`src/rtl/reorder_buffer.sv`:
```
// reorder_buffer: in-order reorder buffer that sits after the mapper.
//   Allocates one uop per cycle at the tail, accepts one out-of-order completion per
//   cycle by tag, and retires the oldest completed uop in program order. A retiring
//   exception flushes the whole buffer. Two combinational operand lookups by tag let
//   the mapper resolve source readiness, with bypass from the same-cycle completion.
// Ports:
//   i_clk, i_rst                    clock, synchronous active-high reset
//   i_alloc_*                       allocation request and payload from the mapper
//   o_rob_write_ptr, o_rob_full     tag of the next allocation, buffer full
//   i_cmpl_*                        functional-unit completion (tag, result, exception)
//   i_rd{1,2}_tag, o_rd{1,2}_*      operand lookups (ready flag and result)
//   o_retire_*                      head uop retiring this cycle and its payload
//   o_flush                         pipeline flush, raised with an exception retire
module reorder_buffer #(
    parameter int unsigned DEPTH = 32,
    parameter int unsigned PTR_W = 5
) (
    input  logic             i_clk,
    input  logic             i_rst,
    input  logic             i_alloc_valid,
    input  logic [4:0]       i_alloc_dr,
    input  logic [31:0]      i_alloc_pc,
    input  logic             i_alloc_eoi,
    input  logic             i_alloc_exception,
    output logic [31:0]      o_rob_write_ptr,
    output logic             o_rob_full,
    input  logic             i_cmpl_valid,
    input  logic [PTR_W-1:0] i_cmpl_tag,
    input  logic [31:0]      i_cmpl_result,
    input  logic             i_cmpl_exception,
    input  logic [PTR_W-1:0] i_rd1_tag,
    output logic             o_rd1_ready,
    output logic [31:0]      o_rd1_data,
    input  logic [PTR_W-1:0] i_rd2_tag,
    output logic             o_rd2_ready,
    output logic [31:0]      o_rd2_data,
    output logic             o_retire_valid,
    output logic [4:0]       o_retire_dr,
    output logic [31:0]      o_retire_data,
    output logic [31:0]      o_retire_pc,
    output logic             o_retire_eoi,
    output logic             o_retire_exception,
    output logic             o_flush
);

    localparam logic [PTR_W:0] FullCount = (PTR_W + 1)'(DEPTH);

    logic [PTR_W-1:0] r_head;
    logic [PTR_W-1:0] r_tail;
    logic [PTR_W:0]   r_count;

    logic [DEPTH-1:0] r_valid;
    logic [DEPTH-1:0] r_done;
    logic [DEPTH-1:0] r_exc;
    logic [DEPTH-1:0] r_eoi;
    logic [4:0]       r_dr   [DEPTH];
    logic [31:0]      r_pc   [DEPTH];
    logic [31:0]      r_data [DEPTH];

    logic w_full;
    logic w_retire;
    logic w_flush;
    logic w_alloc;
    logic w_cmpl;
    logic w_byp1;
    logic w_byp2;

    assign w_full   = (r_count == FullCount);
    assign w_retire = r_valid[r_head] & r_done[r_head];
    assign w_flush  = w_retire & r_exc[r_head];
    // Full is judged on the registered count, so a same-cycle retire never frees a slot.
    assign w_alloc  = i_alloc_valid & ~w_full & ~w_flush;
    assign w_cmpl   = i_cmpl_valid & r_valid[i_cmpl_tag];

    always_ff @(posedge i_clk) begin
        if (i_rst || w_flush) begin
            r_head  <= '0;
            r_tail  <= '0;
            r_count <= '0;
            r_valid <= '0;
            r_done  <= '0;
        end else begin
            // A completion never targets the tail slot being allocated: that slot is
            // invalid whenever an allocation is possible.
            if (w_cmpl) begin
                r_done[i_cmpl_tag] <= 1'b1;
                r_data[i_cmpl_tag] <= i_cmpl_result;
                r_exc[i_cmpl_tag]  <= r_exc[i_cmpl_tag] | i_cmpl_exception;
            end
            if (w_retire) begin
                r_valid[r_head] <= 1'b0;
                r_head          <= r_head + 1'b1;
            end
            if (w_alloc) begin
                r_valid[r_tail] <= 1'b1;
                // Decode exceptions need no FU completion to retire.
                r_done[r_tail]  <= i_alloc_exception;
                r_exc[r_tail]   <= i_alloc_exception;
                r_eoi[r_tail]   <= i_alloc_eoi;
                r_dr[r_tail]    <= i_alloc_dr;
                r_pc[r_tail]    <= i_alloc_pc;
                r_data[r_tail]  <= '0;
                r_tail          <= r_tail + 1'b1;
            end
            case ({w_alloc, w_retire})
                2'b10:   r_count <= r_count + 1'b1;
                2'b01:   r_count <= r_count - 1'b1;
                default: r_count <= r_count;
            endcase
        end
    end

    assign o_rob_write_ptr = {{(32 - PTR_W){1'b0}}, r_tail};
    assign o_rob_full      = w_full;
    assign o_flush         = w_flush;

    always_comb begin
        o_retire_valid     = w_retire;
        o_retire_dr        = '0;
        o_retire_data      = '0;
        o_retire_pc        = '0;
        o_retire_eoi       = 1'b0;
        o_retire_exception = 1'b0;
        if (w_retire) begin
            o_retire_dr        = r_dr[r_head];
            o_retire_data      = r_data[r_head];
            o_retire_pc        = r_pc[r_head];
            o_retire_eoi       = r_eoi[r_head];
            o_retire_exception = r_exc[r_head];
        end
    end

    // Operand lookups: the same-cycle completion bypasses storage.
    assign w_byp1 = i_cmpl_valid & (i_cmpl_tag == i_rd1_tag) & r_valid[i_rd1_tag];
    assign w_byp2 = i_cmpl_valid & (i_cmpl_tag == i_rd2_tag) & r_valid[i_rd2_tag];

    always_comb begin
        o_rd1_ready = 1'b0;
        o_rd1_data  = '0;
        if (w_byp1) begin
            o_rd1_ready = 1'b1;
            o_rd1_data  = i_cmpl_result;
        end else if (r_valid[i_rd1_tag] && r_done[i_rd1_tag]) begin
            o_rd1_ready = 1'b1;
            o_rd1_data  = r_data[i_rd1_tag];
        end
    end

    always_comb begin
        o_rd2_ready = 1'b0;
        o_rd2_data  = '0;
        if (w_byp2) begin
            o_rd2_ready = 1'b1;
            o_rd2_data  = i_cmpl_result;
        end else if (r_valid[i_rd2_tag] && r_done[i_rd2_tag]) begin
            o_rd2_ready = 1'b1;
            o_rd2_data  = r_data[i_rd2_tag];
        end
    end

endmodule

```
`config.mk`:
```
export PLATFORM = sky130hd
export DESIGN_NAME = reorder_buffer
export DESIGN_NICKNAME = d
export VERILOG_FILES = /design/src/rtl/reorder_buffer.sv
export SDC_FILE = /design/constraint.sdc
export NUM_CORES = 2
export LEC_CHECK = 0
export BUFFER_PORTS_ARGS = -buffer_cell sky130_fd_sc_hd__buf_4
export CELL_PAD_IN_SITES_DETAIL_PLACEMENT = 0
export CELL_PAD_IN_SITES_GLOBAL_PLACEMENT = 1
export CORE_ASPECT_RATIO = 1.2
export CORE_MARGIN = 4
export CORE_UTILIZATION = 53
export CTS_CLUSTER_DIAMETER = 200
export DETAILED_ROUTE_END_ITERATION = 10
export PLACE_DENSITY_LB_ADDON = 0.1
export SYNTH_ARGS = -nofsm -noshare
export SYNTH_HDL_FRONTEND = slang
export SYNTH_SLANG_ARGS = --single-unit
```
`constraint.sdc`:
```
create_clock -name i_clk -period 5.5 [get_ports i_clk]
set_input_delay 0.275 -clock i_clk [delete_from_list [all_inputs] [get_ports i_clk]]
set_output_delay 0.275 -clock i_clk [all_outputs]
set_load 0.05 [all_outputs]
```
# Word-level counts from Yosys, hierarchy flattened
# Memory sizes are Yosys's and may differ from the RTL's. A register that Yosys moved wholly into a read port is not among the register bits.
# Index checks and enable logic that the tools add are counted.
[totals]
register_bits = 144
ramBits = 2208
input_bits = 91
out_inout_bits = 172
wordCells = 117
mem_count = 3
[memory_table]
columns = ["name", "depth", "word_bits", "read_ports", "rd_ports_with_merged_regs", "wr", "line_no", "source"]
rows = [
  ["r_data", 32, 32, 3, 1, 2, "58", "logic [31:0] r_data [DEPTH];"],
  ["r_pc", 32, 32, 1, 1, 1, "57", "logic [31:0] r_pc [DEPTH];"],
  ["r_dr", 32, 5, 1, 1, 1, "56", "logic [4:0] r_dr [DEPTH];"],
]
[op_classes]
n_addsub = 4
order_cmp = 8
eq_ne = 5
n_mux = 65
n_bitwise = 17
n_reduce_logical = 8
[ops]
columns = ["cell", "n"]
rows = [
  ["2-to-1 mux 32 bit", 15],
  ["bitwise mux 32 bit", 4],
  ["OR 32 bit", 2],
  ["binary-select mux 1 bit (select 5 bit)", 10],
  ["2-to-1 mux 5 bit", 7],
  ["bitwise AND 32 bit", 1],
  ["NOT 32 bit", 1],
  ["less-than comparator 5 x 6 -> 1 bit, second input constant", 5],
  ["2-to-1 mux 1 bit", 25],
  ["demux 1 bit (select 5 bit)", 3],
  [">= comparator 5 x 1 -> 1 bit, second input constant", 3],
  ["one-hot mux 6 bit (2 select lines)", 1],
  ["adder 5 x 1 -> 5 bit, second input constant", 2],
  ["equality test 5 bit", 2],
  ["bitwise AND 1 bit", 9],
  ["adder 6 x 1 -> 6 bit, second input constant", 1],
  ["equality test 6 bit, second input constant", 1],
  ["subtractor 6 x 1 -> 6 bit, second input constant", 1],
  ["logical AND 1 bit", 5],
  ["NOT 1 bit", 3],
  ["equality test 2 x 1 -> 1 bit, second input constant", 1],
  ["equality test 2 bit, second input constant", 1],
  ["AND reduction 2 bit", 1],
  ["nonzero test 2 bit", 1],
  ["2 further kinds", 2],
]

# Depth between registers and ports, before layout
[depth]
word_depth = 10
depth_mapped = 21

# Worst setup path before layout
# OpenSTA, ideal clock, no wires.
[synth_timing]
path_type = "register -> register"
startpoint = "register r_head[0]"
endpoint = "memory r_dr[12][0] (enable)"
t_arrival_ns = 3.879
required_time_ns = 5.083
slack_ns = 1.203
path_stages_with_launch = 11
path_buffers = 4
synth_period_minus_slack_ns = 4.297
cell_sequence = "dfxtp_1 buf_2 buf_6 mux4_2 a32oi_1 o21ai_1 o22ai_4 o211ai_1 buf_2 nor3_1 clkbuf_1"
[synth_between]
elab_chain_cells = 9
[synth_lines]
columns = ["element", "line_no", "source"]
rows = [
  ["from (decl)", "48", "logic [PTR_W-1:0] r_head;"],
  ["from (signal assigned)", "92", "r_head <= r_head + 1'b1;"],
  ["binary-select mux 1 bit (select 5 bit)", "69", "assign w_retire = r_valid[r_head] & r_done[r_head];"],
  ["2-to-1 mux 1 bit (implied by the code)", "69", ""],
  ["bitwise AND 1 bit", "69", ""],
  ["bitwise AND 1 bit (*)", "70", "assign w_flush = w_retire & r_exc[r_head];"],
  ["NOT 1 bit", "72", "assign w_alloc = i_alloc_valid & ~w_full & ~w_flush;"],
  ["bitwise AND 1 bit", "72", ""],
  ["2-to-1 mux 1 bit", "94", "if (w_alloc) begin"],
  ["2-to-1 mux 1 bit (*)", "76", "if (i_rst || w_flush) begin"],
  ["2-to-1 mux 1 bit (implied by the code) (*)", "100", "r_dr[r_tail] <= i_alloc_dr;"],
  ["to (decl)", "56", ""],
]
# Mark *: on every way between the ends. The rest lies on a longest branch, timed or not. The select of a mux whose other input is x is not followed.

# Worst setup path in the final report
[layout_timing]
startpoint = "register r_valid[27]"
endpoint = "output o_rd2_data[23]"
[layout_between]
elab_chain_cells = 5
[layout_lines]
columns = ["element", "line_no", "source"]
rows = [
  ["from (decl)", "52", "logic [DEPTH-1:0] r_valid;"],
  ["from (signal assigned)", "80", "r_valid <= '0;"],
  ["from (signal, indexed assignment)", "91", "r_valid[r_head] <= 1'b0;"],
  ["from (signal, indexed assignment)", "95", "r_valid[r_tail] <= 1'b1;"],
  ["binary-select mux 1 bit (select 5 bit) (*)", "135, 155", ""],
  ["2-to-1 mux 1 bit (implied by the code) (*)", "135, 155", ""],
  ["logical AND 1 bit", "155", "end else if (r_valid[i_rd2_tag] && r_done[i_rd2_tag]) begin"],
  ["2-to-1 mux 32 bit", "155", ""],
  ["2-to-1 mux 32 bit (*)", "152", "if (w_byp2) begin"],
  ["to (decl)", "36", "output logic [31:0] o_rd2_data,"],
]
# Marked as above.

==> reports/qor.txt <==
CLOCK TREE
--------------------------------------------------------------------------------------
Buffers inserted by post-CTS timing repair                                           0
Maximum buffer depth of the clock tree                                               3
Resized cells post-CTS                                                               0
Cts-stage hold buffer count                                                         72
Clock transition at the registers of the reported paths                          70 ps
Clock Tree Root                                                           sky130_fd_sc_hd__clkbuf_16
Clock Sink Count                                                                  2357
Clock H-tree levels                                                                  4
Insertion delay to the later sink of the worst-skew pair                        910 ps
CTS tree                                                                          done
Total clock buffers created by CTS                                                 231

DIE
--------------------------------------------------------------------------------------
Vertical die dimension                                                    519.3 microns
Area of the placeable core                                                0.2164 sq mm
Full die area                                                             0.2254 sq mm
Initial core utilization                                                        0.5335
Floorplan die width                                                       434.1 microns
Rows                                                                               187
I/O pin count                                                                      263

SYNTH
--------------------------------------------------------------------------------------
Netlist area before placement                                             0.1155 sq mm
Dominant synthesized flop cell                                            sky130_fd_sc_hd__edfxtp_1
FFs w/ async S/R, synth                                                              0
Area leader, netlist                                                      sky130_fd_sc_hd__edfxtp_1
Syn. warnings                                                                        0
Number of distinct standard cells referenced by the synthesized netlist             62
Post-synthesis cell count                                                         8126
Area share of the largest cell type after synthesis                             0.3246
Register bit count reported by yosys                                              2357
Average size of a mapped cell                                              14.21 sq um
Sequential cell area fraction in the yosys report                               0.5168
Number of synthesized flops with an enable pin                                    1248
Leading post-synthesis cells by cell area                                 sky130_fd_sc_hd__edfxtp_1, sky130_fd_sc_hd__mux4_2, sky130_fd_sc_hd__dfxtp_1

STATUS
--------------------------------------------------------------------------------------
Status                                                                       completed

PWR
--------------------------------------------------------------------------------------
Power Dens Cells                                                          304.4 mW/mm^2
Combinational group share of total power                                         0.092
Leakage dissipation                                                         0.04223 uW
Internal portion of total power                                               29570 uW
Proportion of power drawn by the clock network                                   0.402
Switch share                                                                    0.2440
Worst IR Drop VDD                                                            0.3922 mV
Reported net switching power                                                   9540 uW
Share of total power in sequential cells                                         0.506

STA
--------------------------------------------------------------------------------------
RSZ-0062 raised after global routing                                             false
Setup violation total in the final timing report                                     0
Summed negative setup slack over all endpoints                                    0 ps
Final critical-path required period                                            4728 ps
Number of slew-limit violations in the final report                                  0
Post-route fraction of the period consumed by the critical path                 0.8596
Max Fclk                                                                     211.5 MHz
Worst slew pin tran                                                            1412 ps
Layout Skew                                                                   50.39 ps
Number of hold-slack violations in the final timing report                           0
Slew margin rel.                                                               0.05373
Crit path setup slack, layout                                                 772.0 ps

CRITICAL PATH
--------------------------------------------------------------------------------------
Setup CP Type                                                               reg -> out
Slowest stage cell, crit path                                             sky130_fd_sc_hd__nand2_2
Launching element type of the critical path                                  flip-flop
Depth of the critical timing path with buffers and inverters included                8
Max stage delay on crit path                                                    550 ps
Worst-path cell chain                                                     mux4_2 -> mux4_2 -> mux2i_1 -> a21oi_1 -> nand2_2 -> buf_4 -> o21ai_0 -> buf_4
Largest delay contributor family on the critical path                     multiplexers
Number of cell instances on the worst register-to-register path                      7
Setup crit end kind                                                         output pin
Largest fanout on the critical path                                                 11
Worst path bufs/invs                                                                 2
Worst EP required                                                              5220 ps
Data arrival time of the critical path                                         4450 ps

GLOBAL ROUTE
--------------------------------------------------------------------------------------
Initial antenna violation count                                                     24
Overall fraction of global-route tracks in use                                  0.3817
Pin count of the biggest net entering global routing                               112
Remaining Overflow, GRT                                                              0
Global-route wire length before repair                                    604300 microns
Via count of the first global-routing pass                                       78343

ROUTING
--------------------------------------------------------------------------------------
Total number of vias                                                             79378
Total iterations of the first detailed-routing run                                   6
Avg Vias per Cell                                                                7.133
DRC marker count from the first detailed-route iteration                         11042
Number of nets with antenna violations after detailed routing                        0
WL per Instance                                                           38.81 microns
Drt drc                                                                              0
DRT Wirelength                                                            431900 microns

PLACED DESIGN
--------------------------------------------------------------------------------------
Final weighted congestion in routability-driven placement                       0.9421
PortBufs                                                                           235
Post-DP HPWL                                                              234800 microns
Placed cell count                                                                10621
Pre-CTS worst setup slack                                                      1027 ps

FLOW RUN
--------------------------------------------------------------------------------------
Number of violations of the max-capacitance limit                                    0

LAYOUT
--------------------------------------------------------------------------------------
Fraction of layout cells with a size suffix above 1                             0.2823
Net count, final                                                                  8193
Layout overhead on the synthesized area                                         11.26%
Fillcell total                                                                   16576
Final Util                                                                      0.5936
Final cell count without fillers                                                 11129

MIN PATH
--------------------------------------------------------------------------------------
Worst hold path class                                                        in -> reg
Cell count of the worst hold path                                                    5

-- cell families after synthesis --
group,count (synthesis),synth area share
AOI/OAI and AO/OA,791,0.04136
DFF,2357,0.5168
xor gates and xnor gates,23,0.001745
buffers and inverters,864,0.03226
adders and majority gates,11,0.001192
and+or+nand+nor,1927,0.06690
other,1,0.00003248
muxes,2152,0.3397
-- sequential cells by signal, summed over array words and instances (netlist names), named ones only --
register / flops
r_data: 1024
r_pc: 1024
r_dr: 160
r_done: 32
r_eoi: 32
r_exc: 32
r_valid: 32
r_count: 6
r_head: 5
r_tail: 5
-- synthesized netlist by cell type, types with 4 or more instances --
cell and instances:
sky130_fd_sc_hd__nand2_1 1008, sky130_fd_sc_hd__o22ai_1 6, sky130_fd_sc_hd__nor2_1 636, sky130_fd_sc_hd__a2111oi_4 23
sky130_fd_sc_hd__a21o_1 4, sky130_fd_sc_hd__a32oi_1 4, sky130_fd_sc_hd__buf_6 36, sky130_fd_sc_hd__or3_1 6
sky130_fd_sc_hd__a211o_1 9, sky130_fd_sc_hd__and3b_1 4, sky130_fd_sc_hd__and2_1 6, sky130_fd_sc_hd__xor2_1 14
sky130_fd_sc_hd__dfxtp_1 1109, sky130_fd_sc_hd__o21ai_0 113, sky130_fd_sc_hd__o2111ai_1 7, sky130_fd_sc_hd__ha_1 11
sky130_fd_sc_hd__xnor2_1 9, sky130_fd_sc_hd__inv_1 19, sky130_fd_sc_hd__a211oi_1 11, sky130_fd_sc_hd__nand3_1 173
sky130_fd_sc_hd__clkbuf_1 569, sky130_fd_sc_hd__a21oi_1 567, sky130_fd_sc_hd__mux2_2 13, sky130_fd_sc_hd__buf_4 31
sky130_fd_sc_hd__mux2i_1 727, sky130_fd_sc_hd__a221oi_1 11, sky130_fd_sc_hd__nor3_1 44, sky130_fd_sc_hd__buf_1 132
sky130_fd_sc_hd__o211ai_1 8, sky130_fd_sc_hd__mux4_2 1412, sky130_fd_sc_hd__nand3b_1 6, sky130_fd_sc_hd__nor2b_1 6
sky130_fd_sc_hd__and3_1 5, sky130_fd_sc_hd__buf_2 74, sky130_fd_sc_hd__nor3b_1 5, sky130_fd_sc_hd__nand2b_1 10
sky130_fd_sc_hd__o221ai_1 11, sky130_fd_sc_hd__edfxtp_1 1248
-- worst paths after layout --
check | end | startpoint | slack (ps)
max | o_rd2_data[23] | r_valid[27]$_SDFF_PP0_ | 770
min | r_done[5]$_SDFF_PP0_ | i_cmpl_valid | 100
min reg2reg | r_data[24][29]$_SDFFE_PP0P_ | r_data[24][29]$_SDFFE_PP0P_ | 480
max reg2reg | r_pc[22][17]$_DFFE_PP_ | r_head[4]$_SDFFE_PP0P_ | 800
-- power groups by stage --
stage / Combinational [uW] / Clock (uW) / Sequential, uW
global route: 3820 / 16600 / 19900
floorplan: 2580 / 0 / 19900
global placement: 3460 / 0 / 20100
finish: 3600 / 15700 / 19800
CTS: 3570 / 15900 / 19800
detailed placement: 3520 / 0 / 20100
-- worst min-delay path, delay by kind of cell --
family,cells,cell delay (ps)
buffers and inverters,1,140
AND/OR/NAND/NOR,2,250
AO/OA/AOI/OAI,2,230
-- routing by layer --
metal  GRT usage  up-vias  share of wire
li1            -    31306              -
met4      0.2483       12          0.080
met5           0        -        0.00017
met3     0.08813     1520           0.10
met2      0.5881     5502           0.46
met1      0.4881    41038           0.35
-- metrics by stage --
stage               hold WS (ps)  instance area (sq um)  power [uW]
global route               99.95                 128500       40250
detailed placement         469.3                 120400       23650
floorplan                  373.9                 115600       22500
finish                     100.5                 128500       39110
CTS                        8.929                 128400       39180
global placement           454.4                 120300       23540
-- cell type report --
cell class              instances  area, sq um  area share
repair buffers                548         5165     0.04020
multi-input cells            4931        52570      0.4092
well taps                    2835         3547     0.02761
clock buffers                 331         6467     0.05034
flip-flops and latches       2357        59700      0.4647
clock inverters                93        904.6    0.007041
diodes                         12        30.03   0.0002337
inverters                      22        90.09   0.0007012
-- layout by cell type, fill, tap and decap left out, drive strengths merged, types with 7 or more instances in the layout --
master          n
o21ai         116
a2111oi        24
mux2           13
clkinvlp        8
dlygate4sd3    72
diode          12
nor3           47
o2111ai         7
clkinv         67
a221oi         11
conb           27
xor2           14
nand2        1008
mux4         1412
a211o           9
buf           476
o211ai          8
a211oi         13
nand3         173
nand2b         10
o221ai         11
ha             11
edfxtp       1248
dfxtp        1109
xnor2           9
nor2          636
inv            29
a21oi         569
o22ai           7
clkbuf        331
mux2i         727
bufinv         11
(Power assumes the default switching activity.)
